`config.mk`:
```
export PLATFORM = sky130hd
export DESIGN_NAME = i2c_byte_sequencer
export DESIGN_NICKNAME = d
export VERILOG_FILES = /design/src/rtl/i2c_pkg.sv /design/src/rtl/i2c_scl_timer.sv /design/src/rtl/i2c_byte_sequencer.sv
export SDC_FILE = /design/constraint.sdc
export NUM_CORES = 1
export LEC_CHECK = 0
export CORE_MARGIN = 2
export CORE_UTILIZATION = 40
export CTS_BUF_LIST = sky130_fd_sc_hd__clkbuf_2
export CTS_CLUSTER_DIAMETER = 50
export CTS_CLUSTER_SIZE = 28
export DETAILED_ROUTE_END_ITERATION = 10
export PLACE_DENSITY = 0.73
export SETUP_SLACK_MARGIN = 0.2
export SYNTH_ARGS = -nofsm -noshare
export SYNTH_HDL_FRONTEND = slang
export SYNTH_SLANG_ARGS = --single-unit
export TNS_END_PERCENT = 50
```
`constraint.sdc`:
```
create_clock -name Clk -period 1.5 [get_ports Clk]
set_input_delay 0.375 -clock Clk [delete_from_list [all_inputs] [get_ports Clk]]
set_output_delay 0.375 -clock Clk [all_outputs]
set_load 0.1 [all_outputs]
```
`src/rtl/i2c_pkg.sv`:
```
// i2c_pkg: command encodings, sequencer states and SCL quarter indices
package i2c_pkg;
  typedef enum logic [1:0] {CMD_START = 2'd0, CMD_WRITE = 2'd1, CMD_READ = 2'd2, CMD_STOP = 2'd3} cmd_t;
  typedef enum logic [3:0] {S_IDLE, S_START, S_LOAD, S_WRBIT, S_WRACK, S_RDBIT, S_RDACK, S_STOP, S_FIN} state_t;
  localparam logic [1:0] Q0 = 2'd0;
  localparam logic [1:0] Q1 = 2'd1;
  localparam logic [1:0] Q2 = 2'd2;
  localparam logic [1:0] Q3 = 2'd3;
endpackage

```
`src/rtl/i2c_scl_timer.sv`:
```
// i2c_scl_timer: clock divider and SCL quarter counter with sample and end-of-bit strobes
module i2c_scl_timer import i2c_pkg::*; #(
  parameter int CLK_DIV = 4
) (
  input  logic       clk,
  input  logic       rst,
  input  logic       clr,
  output logic [1:0] q,
  output logic       smp,
  output logic       last,
  output logic       first
);
  localparam int DW = (CLK_DIV > 1) ? $clog2(CLK_DIV) : 1;
  logic [DW-1:0] div;
  logic wrap;
  assign wrap  = div == DW'(CLK_DIV - 1);
  assign smp   = wrap && q == Q2;
  assign last  = wrap && q == Q3;
  assign first = div == '0 && q == Q0;
  always_ff @(posedge clk)
    if (rst || clr) begin
      div <= '0;
      q   <= Q0;
    end else begin
      div <= wrap ? '0 : div + 1'b1;
      q   <= wrap ? q + 1'b1 : q;
    end
endmodule

```
`src/rtl/i2c_byte_sequencer.sv`:
```
// i2c_byte_sequencer: I2C master bit/byte sequencer driving SCL/SDA and shift-register strobes
module i2c_byte_sequencer import i2c_pkg::*; #(
  parameter int CLK_DIV = 4
) (
  input  logic       Clk,
  input  logic       Reset,
  input  logic       CmdValid,
  input  logic [1:0] Cmd,
  output logic       CmdReady,
  input  logic [7:0] TxData,
  input  logic       AckOut,
  output logic [7:0] RxData,
  output logic       AckIn,
  output logic       Done,
  output logic       SclOut,
  output logic       SdaOut,
  input  logic       SdaIn,
  output logic       LoadShift,
  output logic [7:0] ShiftRegIn,
  output logic       ShiftOut,
  output logic       ShiftIn,
  output logic       ShiftDin,
  input  logic [7:0] ShiftRegOut
);
  state_t state, nxt;
  logic [1:0] q;
  logic smp, last, first, park, ack_q, timed;
  logic [2:0] bit_cnt;
  logic [7:0] tx_q;
  assign timed = state inside {S_START, S_WRBIT, S_WRACK, S_RDBIT, S_RDACK, S_STOP};
  i2c_scl_timer #(.CLK_DIV(CLK_DIV)) u_tmr (
    .clk(Clk),
    .rst(Reset),
    .clr(!timed),
    .q(q),
    .smp(smp),
    .last(last),
    .first(first)
  );
  assign CmdReady   = state == S_IDLE && !Reset;
  assign Done       = state == S_FIN;
  assign LoadShift  = state == S_LOAD;
  assign ShiftOut   = state == S_WRBIT && last;
  assign ShiftIn    = state == S_RDBIT && smp;
  assign ShiftDin   = SdaIn;
  assign ShiftRegIn = tx_q;
  always_ff @(posedge Clk)
    if (Reset) begin
      state   <= S_IDLE;
      park    <= 1'b1;
      ack_q   <= 1'b0;
      tx_q    <= '0;
      bit_cnt <= 3'd7;
      RxData  <= '0;
      AckIn   <= 1'b1;
    end else begin
      state   <= nxt;
      park    <= nxt == S_FIN ? state == S_STOP : park;
      tx_q    <= CmdValid && CmdReady ? TxData : tx_q;
      ack_q   <= CmdValid && CmdReady ? AckOut : ack_q;
      bit_cnt <= (state == S_WRBIT || state == S_RDBIT) && last ? bit_cnt - 1'b1 : timed ? bit_cnt : 3'd7;
      AckIn   <= state == S_WRACK && smp ? SdaIn : AckIn;
      RxData  <= state == S_RDACK && first ? ShiftRegOut : RxData;
    end
  always_comb begin
    nxt    = state;
    SclOut = park;
    SdaOut = 1'b1;
    case (state)
      S_IDLE:  nxt = !CmdValid ? S_IDLE : Cmd == CMD_START ? S_START : Cmd == CMD_WRITE ? S_LOAD : Cmd == CMD_READ ? S_RDBIT : S_STOP;
      S_START: begin
        nxt    = last ? S_FIN : state;
        SclOut = q == Q0 ? park : q != Q3;
        SdaOut = q == Q0 || q == Q1;
      end
      S_LOAD:  nxt = S_WRBIT;
      S_WRBIT: begin
        nxt    = last && bit_cnt == 3'd0 ? S_WRACK : state;
        SclOut = q[1];
        SdaOut = ShiftRegOut[7];
      end
      S_WRACK: begin
        nxt    = last ? S_FIN : state;
        SclOut = q[1];
      end
      S_RDBIT: begin
        nxt    = last && bit_cnt == 3'd0 ? S_RDACK : state;
        SclOut = q[1];
      end
      S_RDACK: begin
        nxt    = last ? S_FIN : state;
        SclOut = q[1];
        SdaOut = ack_q;
      end
      S_STOP:  begin
        nxt    = last ? S_FIN : state;
        SclOut = q != Q0;
        SdaOut = q == Q2 || q == Q3;
      end
      S_FIN:   nxt = S_IDLE;
      default: nxt = S_IDLE;
    endcase
  end
endmodule

```
==> results <==
- The type of the most critical hold path is in -> reg.
- The routability-driven placement congestion ratio is 0.883.
- The number of standard cells in the final layout excluding fillers is 310.
- Internal power comes to 1.56 mW.
- The cell type with the highest aggregate area in the netlist is sky130_fd_sc_hd__dfxtp_1.
- Of the total power, the share spent switching nets is 0.420.
- The routed via count divided by cell count is 5.18.
- Once layout is complete, the utilization of the core stands at 0.813.
- The relative slew slack is 0.748.
- The async set-or-reset flop fraction in the synthesized netlist is 0.
- Setup slack on the critical path of the routed design comes to -0.761 ns.
- The post-synth net total is 208.
- The synthesized area per cell is 8.81 sq um.
- The TritonCTS clock tree is built.
- The first routing iteration left 61 violations.
- Summed over all nets, the half-perimeter wirelength after detailed placement is 3340 um.
- The kind of launch point of the worst setup path is a flip-flop.
- The count of synthesis-stage warnings from yosys is 0.
- The post-synthesis instance total is 177.
- The clock input transition at the sequential cells of the worst setup and hold paths is 0.14 ns.
- Of the synthesized area, sequential elements account for 0.385.
- After synthesis, the cell types taking the most area are sky130_fd_sc_hd__dfxtp_1, sky130_fd_sc_hd__mux2i_1, sky130_fd_sc_hd__nor2_1.
- 48 I/O pins were placed.
- In this run the clock root is driven by a sky130_fd_sc_hd__clkbuf_2.
- In the final layout, the share of cells above drive strength 1 is 0.519.
- The pin slew with the least headroom to its limit is 0.376 ns.
- The met1 wire length is 1910 um.
- The number of antenna-violating nets in the routed design is 0.
- The routed length per instance is 16.3 um.
- Setup violations remaining at the end of the flow were counted as 19.
- Of the total power, combinational logic draws 0.495.
- The checks that failed: negative setup slack.
- The register bit count reported by yosys is 30.
- Summed over all cells, the static leakage comes to 1.24 nW.
- After detailed routing, no signal wire sits above met4.
- The worst-path maximum fanout is 3.
- The kind of critical path is reg -> out.
- Relative to the synthesized area, the layout overhead comes to 93.7%.
- The die is 66.5 um wide.
- For this run, the total global-route usage over all layers was measured as 0.220.
- The met3 layer wire length in the routed design is 293 um.
- Ranked by instance count, the synthesized netlist is headed by sky130_fd_sc_hd__dfxtp_1, sky130_fd_sc_hd__nor2_1, sky130_fd_sc_hd__mux2i_1.
- The number of fill cells is 224.
- Of the total power, the clock network draws 0.152.
- The via count of the first global-routing pass is 1605.
- For the finished layout, the period the worst path requires is 2.26 ns.
- In this run, synthesis inferred 0 flip-flops with an integrated enable.
- The number of buffers inserted by hold repair at cts is 0.
- The longest clock path from root to sink contains 2 buffers.
- The remaining global-route overflow is 0.
- The maximum number of pins on one net before global-route repair is 20.
- The area enclosed by the die boundary is 4420 sq um.
- The most frequent cell after synthesis is sky130_fd_sc_hd__dfxtp_1.
- The count of inserted antenna diode cells is 0.
- The H-tree generated during clock tree synthesis spans 2 levels.
- STA puts the critical path data arrival time at 1.89 ns.
- The commonest register cell after synthesis is sky130_fd_sc_hd__dfxtp_1.
- The number of hold violations in the final report is 0.
- The vertical die dimension is 66.5 um.
- The achievable clock frequency is 442 MHz.
- The power per unit of standard cell area is 891 nW/um^2.
- The total number of vias is 1605.
- IR analysis of the VDD net gives a maximum drop of 0.557 mV.
- The number of antenna violations at the first check in global routing is 0.
- The total length of routed wires is 5050 um.
- The first global-routing pass estimated 7320 um of wire.
- Setup repair after global routing could not meet its margin everywhere.
- The capturing element type of the critical path is a primary output.
- The count of nets after finishing is 292.
- The tree built by TritonCTS fans out to 30 sinks.
- Before antenna repair, the detailed router went through 4 iterations.
- The clock arrives with 0.0354 ns of skew.
- In this run, placement finished with an instance count of 289.
- Counting the buffers created by CTS gives 5.
- The count of max-cap constraint violations is 0.
- After floorplanning, the core was sized to cover 3720 sq um.
- The post-synthesis cell type count is 43.
- For this run, design rule violations remaining after detail routing come to 0.
- Data on the critical path is required at its endpoint by 1.12 ns.
- The net switching power is 1.13 mW.
- The effective utilization at floorplan is 0.420.
- The flow ran to the end, but the final reports show violations.
- During placement, the flow inserted port buffers numbering 47.
- The worst-skew pair later-pin latency is 0.40 ns.
- The number of cell rows is 22.
- The synthesized netlist occupies a cell area of 1560 sq um.
- Of the post-synthesis cell area, the dominant cell type holds 0.385.
- The final-report max-slew violation count is 0.
- Of the total power, registers draw 0.353.
- The final worst-path cycle share is 1.51.
- The sum of met2 wire segment lengths after detailed routing is 2680 um.
==> cell usage in the layout, fill, tap and decap left out, drive strengths merged, types with 2 or more instances in the layout <==
| master | n |
|---|---|
| buf | 68 |
| dfxtp | 30 |
| nor2 | 28 |
| clkdlybuf4s50 | 20 |
| mux2i | 19 |
| inv | 10 |
| nor3 | 8 |
| nand2 | 8 |
| ha | 8 |
| nand2b | 6 |
| clkbuf | 5 |
| o21ai | 5 |
| a21oi | 4 |
| nand3 | 4 |
| or3 | 3 |
| nor3b | 3 |
| nor2b | 3 |
| and2 | 2 |
| xnor2 | 2 |
| a21o | 2 |
| dlygate4sd2 | 2 |
| o311ai | 2 |
| nor4 | 2 |
| clkinv | 2 |
==> critical path, cell delays in order, from the launching register on <==
cell,delay (ns)
sky130_fd_sc_hd__dfxtp_2,0.37
sky130_fd_sc_hd__ha_4,0.16
sky130_fd_sc_hd__or3_1,0.34
sky130_fd_sc_hd__a211o_1,0.32
sky130_fd_sc_hd__o311ai_4,0.11
sky130_fd_sc_hd__buf_12,0.22
==> cells by family (layout without fill, tap and decap cells) <==
group	Yosys count	count (layout)	share of synthesized area
flip-flops	30	30	0.385
adder cells (fa/ha/maj)	8	8	0.0642
multiplexers	19	19	0.122
AND/OR/NAND/NOR	72	72	0.241
XOR/XNOR	3	3	0.0168
AO/OA/AOI/OAI	22	22	0.100
buffers and inverters	23	108	0.0714
==> worst paths after layout <==
path,start,endpoint,slack (ns),cells after the start
worst min-delay path,SdaIn,AckIn,0.43,3
worst max register to register,u_tmr.q[1],bit_cnt[2],-0.30,9
worst min register to register,u_tmr.div[0],u_tmr.div[0],0.45,1
worst max-delay path,u_tmr.q[1],SclOut,-0.76,5
==> sequential cells by signal, indices dropped and copies added (netlist names) <==
register / count
RxData: 8
ShiftRegIn: 8
state: 4
bit_cnt: 3
u_tmr.div: 2
u_tmr.q: 2
AckIn: 1
ack_q: 1
park: 1
==> power groups by stage <==
stage | clock [mW] | sequential, mW | combinational [mW]
after floorplan | 0 | 1.11 | 0.584
after global placement | 0 | 0.945 | 1.12
after detailed placement | 0 | 0.949 | 1.15
after CTS | 0.413 | 0.941 | 1.21
after global routing | 0.452 | 0.960 | 1.39
final | 0.409 | 0.951 | 1.33
==> timing repair <==
item,in CTS,in global routing
setup buffers,7,6
endpoints found under the setup margin,51,51
pin swaps,7,11
resized for setup,26,38
==> per-layer routing <==
layer | vias up | GRT usage
li1 | 777 | -
met1 | 748 | 0.251
met2 | 60 | 0.383
met3 | 20 | 0.0659
met4 | 0 | 0.0842
met5 | - | 0
==> through the flow <==
| stage | hold WS [ns] | TNS [ns] | worst slack [ns] | area (sq um) | total power [mW] |
|---|---|---|---|---|---|
| 2_1_floorplan | 0.425 | -2.10 | -0.530 | 1750 | 1.69 |
| 3_3_place_gp | 0.428 | -2.52 | -0.398 | 2660 | 2.06 |
| 3_5_place_dp | 0.437 | -3.88 | -0.404 | 2660 | 2.10 |
| 4_1_cts | 0.429 | -4.75 | -0.741 | 2830 | 2.56 |
| 5_1_grt | 0.419 | -6.76 | -0.822 | 3020 | 2.80 |
| 6_report | 0.434 | -5.50 | -0.761 | 3020 | 2.69 |
==> layout make-up <==
cell class | instances | area, sq um | share of cell area
clock buffers | 5 | 25.0 | 0.00828
clock inverters | 3 | 16.3 | 0.00538
inverters | 10 | 42.5 | 0.0141
multi-input cells | 124 | 1130 | 0.375
flip-flops and latches | 30 | 628 | 0.208
well taps | 48 | 60.1 | 0.0199
repair buffers | 90 | 1120 | 0.369
Power figures use the tool's default switching activity.
